<file path="config.mk">
export PLATFORM = sky130hd
export DESIGN_NAME = rr_arb_mux
export DESIGN_NICKNAME = d
export VERILOG_FILES = /design/src/rtl/rr_arb_mux_pkg.sv /design/src/rtl/rr_arbiter.sv /design/src/rtl/rr_arb_mux.sv
export SDC_FILE = /design/constraint.sdc
export NUM_CORES = 1
export LEC_CHECK = 0
export CORE_ASPECT_RATIO = 1.4
export CORE_UTILIZATION = 35
export CTS_BUF_LIST = sky130_fd_sc_hd__clkbuf_16
export DETAILED_ROUTE_END_ITERATION = 8
export PLACE_DENSITY = 0.86
export SLEW_MARGIN = 20
export SYNTH_ARGS = -nofsm -noshare
export SYNTH_HDL_FRONTEND = slang
export SYNTH_HIERARCHICAL = 1
export SYNTH_SLANG_ARGS = --single-unit
</file>
<file path="constraint.sdc">
create_clock -name clk -period 2.81 [get_ports clk]
set_input_delay 0.281 -clock clk [delete_from_list [all_inputs] [get_ports clk]]
set_output_delay 0.281 -clock clk [all_outputs]
set_load 0.05 [all_outputs]
</file>
<file path="src/rtl/rr_arb_mux_pkg.sv">
// rr_arb_mux_pkg: shared defaults, statistics width and round-robin pointer helper
package rr_arb_mux_pkg;
   localparam int N_CH_DEF = 4;
   localparam int DATA_W_DEF = 8;
   localparam int STATS_W = 16;
   localparam logic [STATS_W-1:0] STATS_MAX = '1;
   function automatic int next_ptr(input int g, input int n);
      return (g == n - 1) ? 0 : g + 1;
   endfunction
endpackage

</file>
<file path="src/rtl/rr_arbiter.sv">
// rr_arbiter: combinational round-robin search starting at ptr, one-hot grant gated by en
module rr_arbiter #(
   parameter int N_CH = 4,
   localparam int SEL_W = $clog2(N_CH)
) (
   input  logic [N_CH-1:0]  valid,
   input  logic [SEL_W-1:0] ptr,
   input  logic             en,
   output logic [N_CH-1:0]  gnt,
   output logic [SEL_W-1:0] gnt_idx,
   output logic             gnt_any
);
   always_comb begin
      gnt_any = 1'b0;
      gnt_idx = '0;
      // walk from the farthest slot back to ptr so the nearest valid channel wins
      for (int k = N_CH - 1; k >= 0; k--) begin
         int j;
         j = int'(ptr) + k;
         j = (j >= N_CH) ? j - N_CH : j;
         if (valid[j]) begin
            gnt_any = 1'b1;
            gnt_idx = SEL_W'(j);
         end
      end
      gnt = (en && gnt_any) ? (N_CH'(1) << gnt_idx) : '0;
   end
endmodule

</file>
<file path="src/rtl/rr_arb_mux.sv">
// rr_arb_mux: round-robin N-channel stream mux into a one-entry output register
// RR_ARB_MUX_STATS_EN adds a saturating 16-bit xfer_cnt of output transfers
module rr_arb_mux
   import rr_arb_mux_pkg::*;
#(
   parameter int N_CH = N_CH_DEF,
   parameter int DATA_W = DATA_W_DEF,
   localparam int SEL_W = $clog2(N_CH)
) (
   input  logic                   clk,
   input  logic                   rst_n,
   input  logic [N_CH-1:0]        in_valid,
   input  logic [N_CH*DATA_W-1:0] in_data,
   output logic [N_CH-1:0]        in_ready,
   output logic                   out_valid,
   output logic [DATA_W-1:0]      out_data,
   output logic [SEL_W-1:0]       out_sel,
   input  logic                   out_ready
`ifdef RR_ARB_MUX_STATS_EN
   ,
   output logic [STATS_W-1:0]     xfer_cnt
`endif
);
   logic [SEL_W-1:0] ptr;
   logic [SEL_W-1:0] gnt_idx;
   logic             gnt_any;
   logic             load_en;
   logic             xfer;

   // rst_n gates the arbiter so no ready leaks out while held in reset
   assign load_en = (!out_valid || out_ready) && rst_n;
   assign xfer = gnt_any && load_en;

   rr_arbiter #(.N_CH(N_CH)) u_arb (
      .valid   (in_valid),
      .ptr     (ptr),
      .en      (load_en),
      .gnt     (in_ready),
      .gnt_idx (gnt_idx),
      .gnt_any (gnt_any)
   );

   always_ff @(posedge clk or negedge rst_n) begin
      if (!rst_n) begin
         out_valid <= 1'b0;
         out_data <= '0;
         out_sel <= '0;
         ptr <= '0;
      end else if (xfer) begin
         out_valid <= 1'b1;
         out_data <= in_data[gnt_idx*DATA_W +: DATA_W];
         out_sel <= gnt_idx;
         ptr <= SEL_W'(next_ptr(int'(gnt_idx), N_CH));
      end else if (out_ready) begin
         out_valid <= 1'b0;
      end
   end

`ifdef RR_ARB_MUX_STATS_EN
   always_ff @(posedge clk or negedge rst_n) begin
      if (!rst_n) xfer_cnt <= '0;
      else if (out_valid && out_ready && xfer_cnt != STATS_MAX) xfer_cnt <= xfer_cnt + 1'b1;
   end
`endif
endmodule

</file>
==> qor.txt, run 1 <==
STA
-------------------------------------------------------------------------------------------------
Setup Skew .........................................................................      2.57 ps
Slew at the pin with the worst max-slew slack ......................................       599 ps
Accumulated negative setup slack ...................................................         0 ps
Setup-violating endpoint count in the final report .................................            0
Fmax achieved ......................................................................      426 MHz
Worst slew margin relative to its limit ............................................        59.9%
Final count of hold timing violations ..............................................            0
Final Worst Setup Slack ............................................................       465 ps
Number of slew-limit violations in the final report ................................            0
Final worst path period share ......................................................        83.5%
Fin crit period ....................................................................      2350 ps
Setup repair after global routing missed its margin ................................           no
Hold WS ............................................................................       250 ps

FINISH
-------------------------------------------------------------------------------------------------
Layout cells sized above 1 .........................................................        28.4%
Area delta synth->final ............................................................        80.4%
Layout net count ...................................................................          157
Diode insertion count for antenna repair ...........................................            0
Multi-input gate area in the final layout ..........................................      480 µm²
Layout filler cell count ...........................................................          166
Area occupied by registers .........................................................      325 µm²

SYNTHESIS
-------------------------------------------------------------------------------------------------
Yosys synthesis warning count ......................................................            6
Most instantiated library cell after synthesis .....................................      dfrtp_1
Commonest register cell after synthesis ............................................      dfrtp_1
Top post-synthesis cells by count .................................................. dfrtp_1, mux2_2, mux4_2, a21oi_1, nand2_1
Count of flip-flops with a built-in enable after synthesis .........................            0
Post-Synth Adder-Cell Area .........................................................        1.51%
Number of distinct library cell variants in the gate-level netlist after synthesis .           24
Top area cells in the synthesized netlist .......................................... dfrtp_1, mux4_2, mux2_2, nor3_4, a21oi_1
Share of synthesized area occupied by flip-flops and latches .......................        39.2%
Library cell occupying the most area in the post-synthesis netlist .................      dfrtp_1
Combinational family with the most area after synthesis ............................ multiplexers
Post-Synth XOR/XNOR Area ...........................................................           0%
Area share of the leading cell type in the synthesized netlist .....................        39.2%
Area of the mapped netlist .........................................................      830 µm²
Number of storage elements in the synthesis netlist ................................           13
Mapped Avg Cell Area ...............................................................     14.1 µm²
Proportion of synthesized area in mux cells ........................................        39.2%
Syn_nets ...........................................................................           99
Number of standard cells after synthesis ...........................................           59
Async SR Flop Fraction .............................................................         100%
Compound-Gate Fraction of Synth Area ...............................................        3.62%
Share of synthesized cell area in and, or, nand and nor gates ......................        13.6%

CRITICAL PATH
-------------------------------------------------------------------------------------------------
Crit-path slowest cell ............................................................. clkdlybuf4s50_1
Critical path endpoint category .................................................... primary output
Cell Chain, Critical Path .......................................................... clkdlybuf4s50_1 > nor3b_1 > nor3_4 > buf_4 > nor3b_1 > buf_12
Arrival time worst endpoint ........................................................      2060 ps
Critical path buffers and inverters ................................................            3
Most repeated library cell on the critical path ....................................      nor3b_1
Number of logic stages on the critical path including buffering ....................            6
Worst-path maximum fanout ..........................................................           15
Family of cells with the greatest summed delay on the critical path ................ buffers and inverters
Max stage delay on crit path .......................................................       540 ps
Critical setup path kind ........................................................... primary input to primary output
Required time of the critical path .................................................      2530 ps
Nature of the critical path startpoint ............................................. primary input
FF-to-FF path depth ................................................................            6

GRT
-------------------------------------------------------------------------------------------------
Total congestion overflow ..........................................................            0
Initial antenna violation count ....................................................            0
First-pass GRT wire length .........................................................      3170 µm
Global-route usage over all layers .................................................        16.8%
Maximum number of pins on one net before global-route repair .......................           16
Vias in the first global route .....................................................          717

ROUTE
-------------------------------------------------------------------------------------------------
Drt total wl .......................................................................      2000 µm
Total via count in the routed design ...............................................          747
Detailed router's first-iteration violation count ..................................            4
DR WL/cell .........................................................................      14.5 µm
Via density per instance ...........................................................         5.41
DRC ................................................................................            0
Detailed Routing Iterations Pass 1 .................................................            3
Number of antenna-violating nets in the routed design ..............................            0

FLOORPLAN
-------------------------------------------------------------------------------------------------
Ports placed on the boundary .......................................................           54
Core footprint .....................................................................     2200 µm²
Area of the die ....................................................................     2570 µm²
Die span in x ......................................................................      43.1 µm
Die outline height .................................................................      59.6 µm
Standard-cell rows .................................................................           20
Starting density of the core .......................................................        37.7%

CLOCK NETWORK
-------------------------------------------------------------------------------------------------
H-Tree Level Count .................................................................            1
Register clock-pin slew on the reported worst setup and hold paths .................        40 ps
Clk Latency, worst-skew pair .......................................................       240 ps
Total number of clock tree sinks ...................................................           13
TritonCTS clock tree ...............................................................          yes
Number of gates given a new drive strength after cts ...............................            0
Root buffer selected by CTS ........................................................    clkbuf_16
Largest buffer count on any clock path .............................................            2
Total setup buffers inserted after CTS .............................................            0
Number of buffers created by CTS ...................................................            3
Hold_buf cts .......................................................................            0

POWER AND IR DROP
-------------------------------------------------------------------------------------------------
Final Power ........................................................................      1.50 mW
Cell area power density ............................................................  1000 nW/µm²
Highest ir drop seen on vdd ........................................................     0.556 mV
Static Leakage .....................................................................     0.596 nW

PLACE
-------------------------------------------------------------------------------------------------
Global placement routability congestion ............................................        0.776
Setup Slack @ Placement ............................................................       423 ps
Detailed placer's ending HPWL ......................................................      1610 µm
Port buffer count ..................................................................           53

HOLD PATH
-------------------------------------------------------------------------------------------------
Min-delay worst type ............................................................... primary input to async pin

OUTCOME
-------------------------------------------------------------------------------------------------
Result of the run ..................................................................    completed

FLOW RUN
-------------------------------------------------------------------------------------------------
MaxCap Viol Count ..................................................................            0

## layer usage
metal | share of wire [%] | global-route usage, % | routed length (µm) | up-vias
met3 | 7.4 | 3.96 | 147 | 4
met2 | 57 | 31.3 | 1140 | 36
met5 | 0 | 0 | 0 | -
li1 | - | - | - | 341
met1 | 34 | 17.9 | 688 | 366
met4 | 1.2 | 6.49 | 23 | 0
## logic make-up after synthesis
family,Yosys count
muxes,21
and+or+nand+nor,16
DFF,13
AOI/OAI and AO/OA,4
buffers and inverters,4
adders and majority gates,1
## sequential cells by signal, indices dropped and copies added, names as in the netlist
register,count
ptr,2
out_valid,1
out_data,8
out_sel,2
## cell type report
| class | instances | area share [%] |
|---|---|---|
| clock buffers | 3 | 5.02 |
| repair buffers | 56 | 38.8 |
| multi-input cells | 42 | 32.1 |
| clock inverters | 1 | 0.251 |
| inverters | 1 | 0.251 |
| flip-flops and latches | 13 | 21.7 |
| well taps | 22 | 1.84 |
## power by group
part           switching [mW]  internal (mW)  leakage [nW]
Clock                  0.0743          0.187        0.0423
Combinational           0.495          0.410         0.401
Sequential             0.0577          0.278         0.153
## path summary, 6_finish.rpt
| kind | from | endpoint | slack (ps) |
|---|---|---|---|
| worst max-delay path | in_valid[2] | in_ready[2] | 460 |
| worst min-delay path | rst_n | out_data[2] | 250 |
| worst max register to register | ptr[1] | out_data[3] | 680 |
| worst min register to register | out_data[7] | out_data[7] | 500 |
| max in group asynchronous | rst_n | out_data[1] | 2170 |
| min in group clk | out_data[7] | out_data[7] | 500 |
## metrics by stage
| step | cells | utilization, % | cell area (µm²) |
|---|---|---|---|
| floorplan | 59 | - | 830 |
| global placement | 134 | 64.4 | 1420 |
| detailed placement | 134 | 64.4 | 1420 |
| CTS | 138 | 68.0 | 1500 |
| global route | 138 | 68.0 | 1500 |
| finish | 138 | 68.0 | 1500 |
## cell usage in the layout (no fill, tap or decap)
cell              n
nand2b_1          1
mux2_1            1
nand3_1           1
mux2i_1           1
nand3b_1          1
nor3_4            1
buf_4             4
nor3b_2           1
clkbuf_16         3
buf_12            3
a2bb2oi_2         1
ha_1              1
a21oi_1           3
mux2_2           11
mux4_2            8
and4_1            1
nor3_1            1
nand2_1           3
nor3b_1           2
inv_1             2
nor2_1            2
dfrtp_1          13
clkdlybuf4s50_1  49
and2_1            1
or4_4             1
Note: power is estimated with default switching activity, not from simulation.
==> run 2: changes to the inputs <==
- clock period: 2.81 -> 2.2 ns (I/O delays scaled with it)
==> qor.txt, run 2 (same netlist as run 1, synthesis figures left out) <==
OUTCOME
---------------------------------------------------------------------------------
Result of the run ..................................................    completed

FLOORPLAN
---------------------------------------------------------------------------------
Die span in x ......................................................      43.1 µm
Core footprint .....................................................     2200 µm²
Area of the die ....................................................     2570 µm²
Standard-cell rows .................................................           20
Die outline height .................................................      59.6 µm
Ports placed on the boundary .......................................           54
Starting density of the core .......................................        37.7%

STA
---------------------------------------------------------------------------------
Setup repair after global routing missed its margin ................           no
Final count of hold timing violations ..............................            0
Number of slew-limit violations in the final report ................            0
Final worst path period share ......................................        93.3%
Worst slew margin relative to its limit ............................        66.1%
Fmax achieved ......................................................      487 MHz
Fin crit period ....................................................      2050 ps
Setup-violating endpoint count in the final report .................            0
Setup Skew .........................................................      1.52 ps
Slew at the pin with the worst max-slew slack ......................       506 ps

CLOCK NETWORK
---------------------------------------------------------------------------------
Hold_buf cts .......................................................            0
Number of buffers created by CTS ...................................            3
H-Tree Level Count .................................................            1
Total setup buffers inserted after CTS .............................            0
Number of gates given a new drive strength after cts ...............            0
TritonCTS clock tree ...............................................          yes
Root buffer selected by CTS ........................................    clkbuf_16
Total number of clock tree sinks ...................................           13
Clk Latency, worst-skew pair .......................................       240 ps
Largest buffer count on any clock path .............................            2
Register clock-pin slew on the reported worst setup and hold paths .        40 ps

ROUTE
---------------------------------------------------------------------------------
DR WL/cell .........................................................      14.8 µm
DRC ................................................................            0
Number of antenna-violating nets in the routed design ..............            0
Detailed Routing Iterations Pass 1 .................................            3
Via density per instance ...........................................         5.32
Drt total wl .......................................................      2070 µm
Total via count in the routed design ...............................          745
Detailed router's first-iteration violation count ..................           12

CRITICAL PATH
---------------------------------------------------------------------------------
Nature of the critical path startpoint .............................    flip-flop
FF-to-FF path depth ................................................            6
Critical setup path kind ........................................... flip-flop to flip-flop
Worst-path maximum fanout ..........................................           15
Register-to-register setup slack ...................................       150 ps
RR Endpoint ........................................................  out_data[3]
Required time of the critical path .................................      2320 ps
Reg2reg start ......................................................       ptr[1]
Critical path endpoint category ....................................    flip-flop
Arrival time worst endpoint ........................................      2180 ps

GRT
---------------------------------------------------------------------------------
Maximum number of pins on one net before global-route repair .......           16
First-pass GRT wire length .........................................      3320 µm
Initial antenna violation count ....................................            0
Global-route usage over all layers .................................        17.8%
Total congestion overflow ..........................................            0
Vias in the first global route .....................................          757

FINISH
---------------------------------------------------------------------------------
Diode insertion count for antenna repair ...........................            0
Commonest cells after routing, fill and taps aside ................. clkdlybuf4s50_1, dfrtp_1, mux2_2, mux4_2, buf_12
Area delta synth->final ............................................        88.1%
Layout cells sized above 1 .........................................        32.2%
Layout net count ...................................................          159
Largest regs ....................................................... out_data (8), out_sel (2), ptr (2)
Final std cell area, no fill .......................................     1560 µm²
Max reg flops ......................................................            8
Layout filler cell count ...........................................          157
Largest Register ...................................................     out_data
Most common cell after layout, fill and taps aside ................. clkdlybuf4s50_1

POWER AND IR DROP
---------------------------------------------------------------------------------
Cell area power density ............................................  1270 nW/µm²
Highest ir drop seen on vdd ........................................     0.756 mV
Static Leakage .....................................................     0.621 nW
Final Power ........................................................      1.99 mW

HOLD PATH
---------------------------------------------------------------------------------
Min-delay worst type ............................................... primary input to async pin

PLACE
---------------------------------------------------------------------------------
Port buffer count ..................................................           53
Post-DP Area .......................................................     1480 µm²
Detailed placer's ending HPWL ......................................      1560 µm
Global placement routability congestion ............................        0.758

FLOW RUN
---------------------------------------------------------------------------------
MaxCap Viol Count ..................................................            0

==> run 2: changes by cell type in the layout (fill, tap and decap cells not counted), sizes merged <==
| cell | change |
|---|---|
| inv | -1 |
| buf | +2 |
| clkinv | +1 |
==> run 2: power breakdown <==
group | switching (mW) | internal (mW)
Combinational | 0.642 | 0.572
Sequential | 0.0760 | 0.356
Clock | 0.0999 | 0.241
Total | 0.818 | 1.17
==> run 2: cell type report <==
cell class | instances | area (µm²) | share of cell area (%)
tap | 22 | 27.5 | 1.76
multi-input combinational | 42 | 490 | 31.4
timing repair buffer | 58 | 633 | 40.6
inverter | 1 | 3.75 | 0.241
clock inverter | 1 | 5.00 | 0.321
sequential | 13 | 325 | 20.8
clock buffer | 3 | 75.1 | 4.81
==> run 2: how the worst max path moves through the flow <==
stage	start	to	slack [ps]	cells past startpoint
2_1_floorplan	ptr[1]	out_data[0]	190	6
3_3_place_gp	in_valid[0]	out_data[4]	20	7
3_5_place_dp	in_valid[0]	out_data[4]	-50	7
4_1_cts	ptr[1]	out_data[3]	130	6
5_1_grt	ptr[1]	in_ready[1]	60	6
6_report	ptr[1]	out_data[3]	150	6
==> run 2: worst max-delay path, stage by stage, from the launching register on <==
cell and delay (ps):
dfrtp_1 440, mux2i_1 230, nor2_1 90, nor3_4 210, buf_12 180, mux4_2 510, mux2_2 270
==> run 2: metal layers <==
layer  up-vias  part of all wire, %  track usage [%]
met5         -                    0                0
met4         0                  1.8             7.79
met3         5                  5.6             3.05
met1       358                   35             18.8
li1        345                    -                -
met2        37                   58             33.5
==> run 2: stage by stage <==
stage	hold slack (ps)	worst slack, ps	std cells	utilization, %	TNS (ps)
final	358	147	140	70.9	0
after global routing	370	62.8	140	70.9	0
after CTS	361	128	140	70.9	0
after detailed placement	500	-50.7	136	67.2	-340
after global placement	487	20.1	136	67.2	0
after floorplan	-75.6	186	59	-	0
==> run 3: changes to the inputs <==
- HOLD_SLACK_MARGIN: not set -> 0.02
==> results of run 3 <==
Final layout, timing and power as in run 2 (identical DEF).
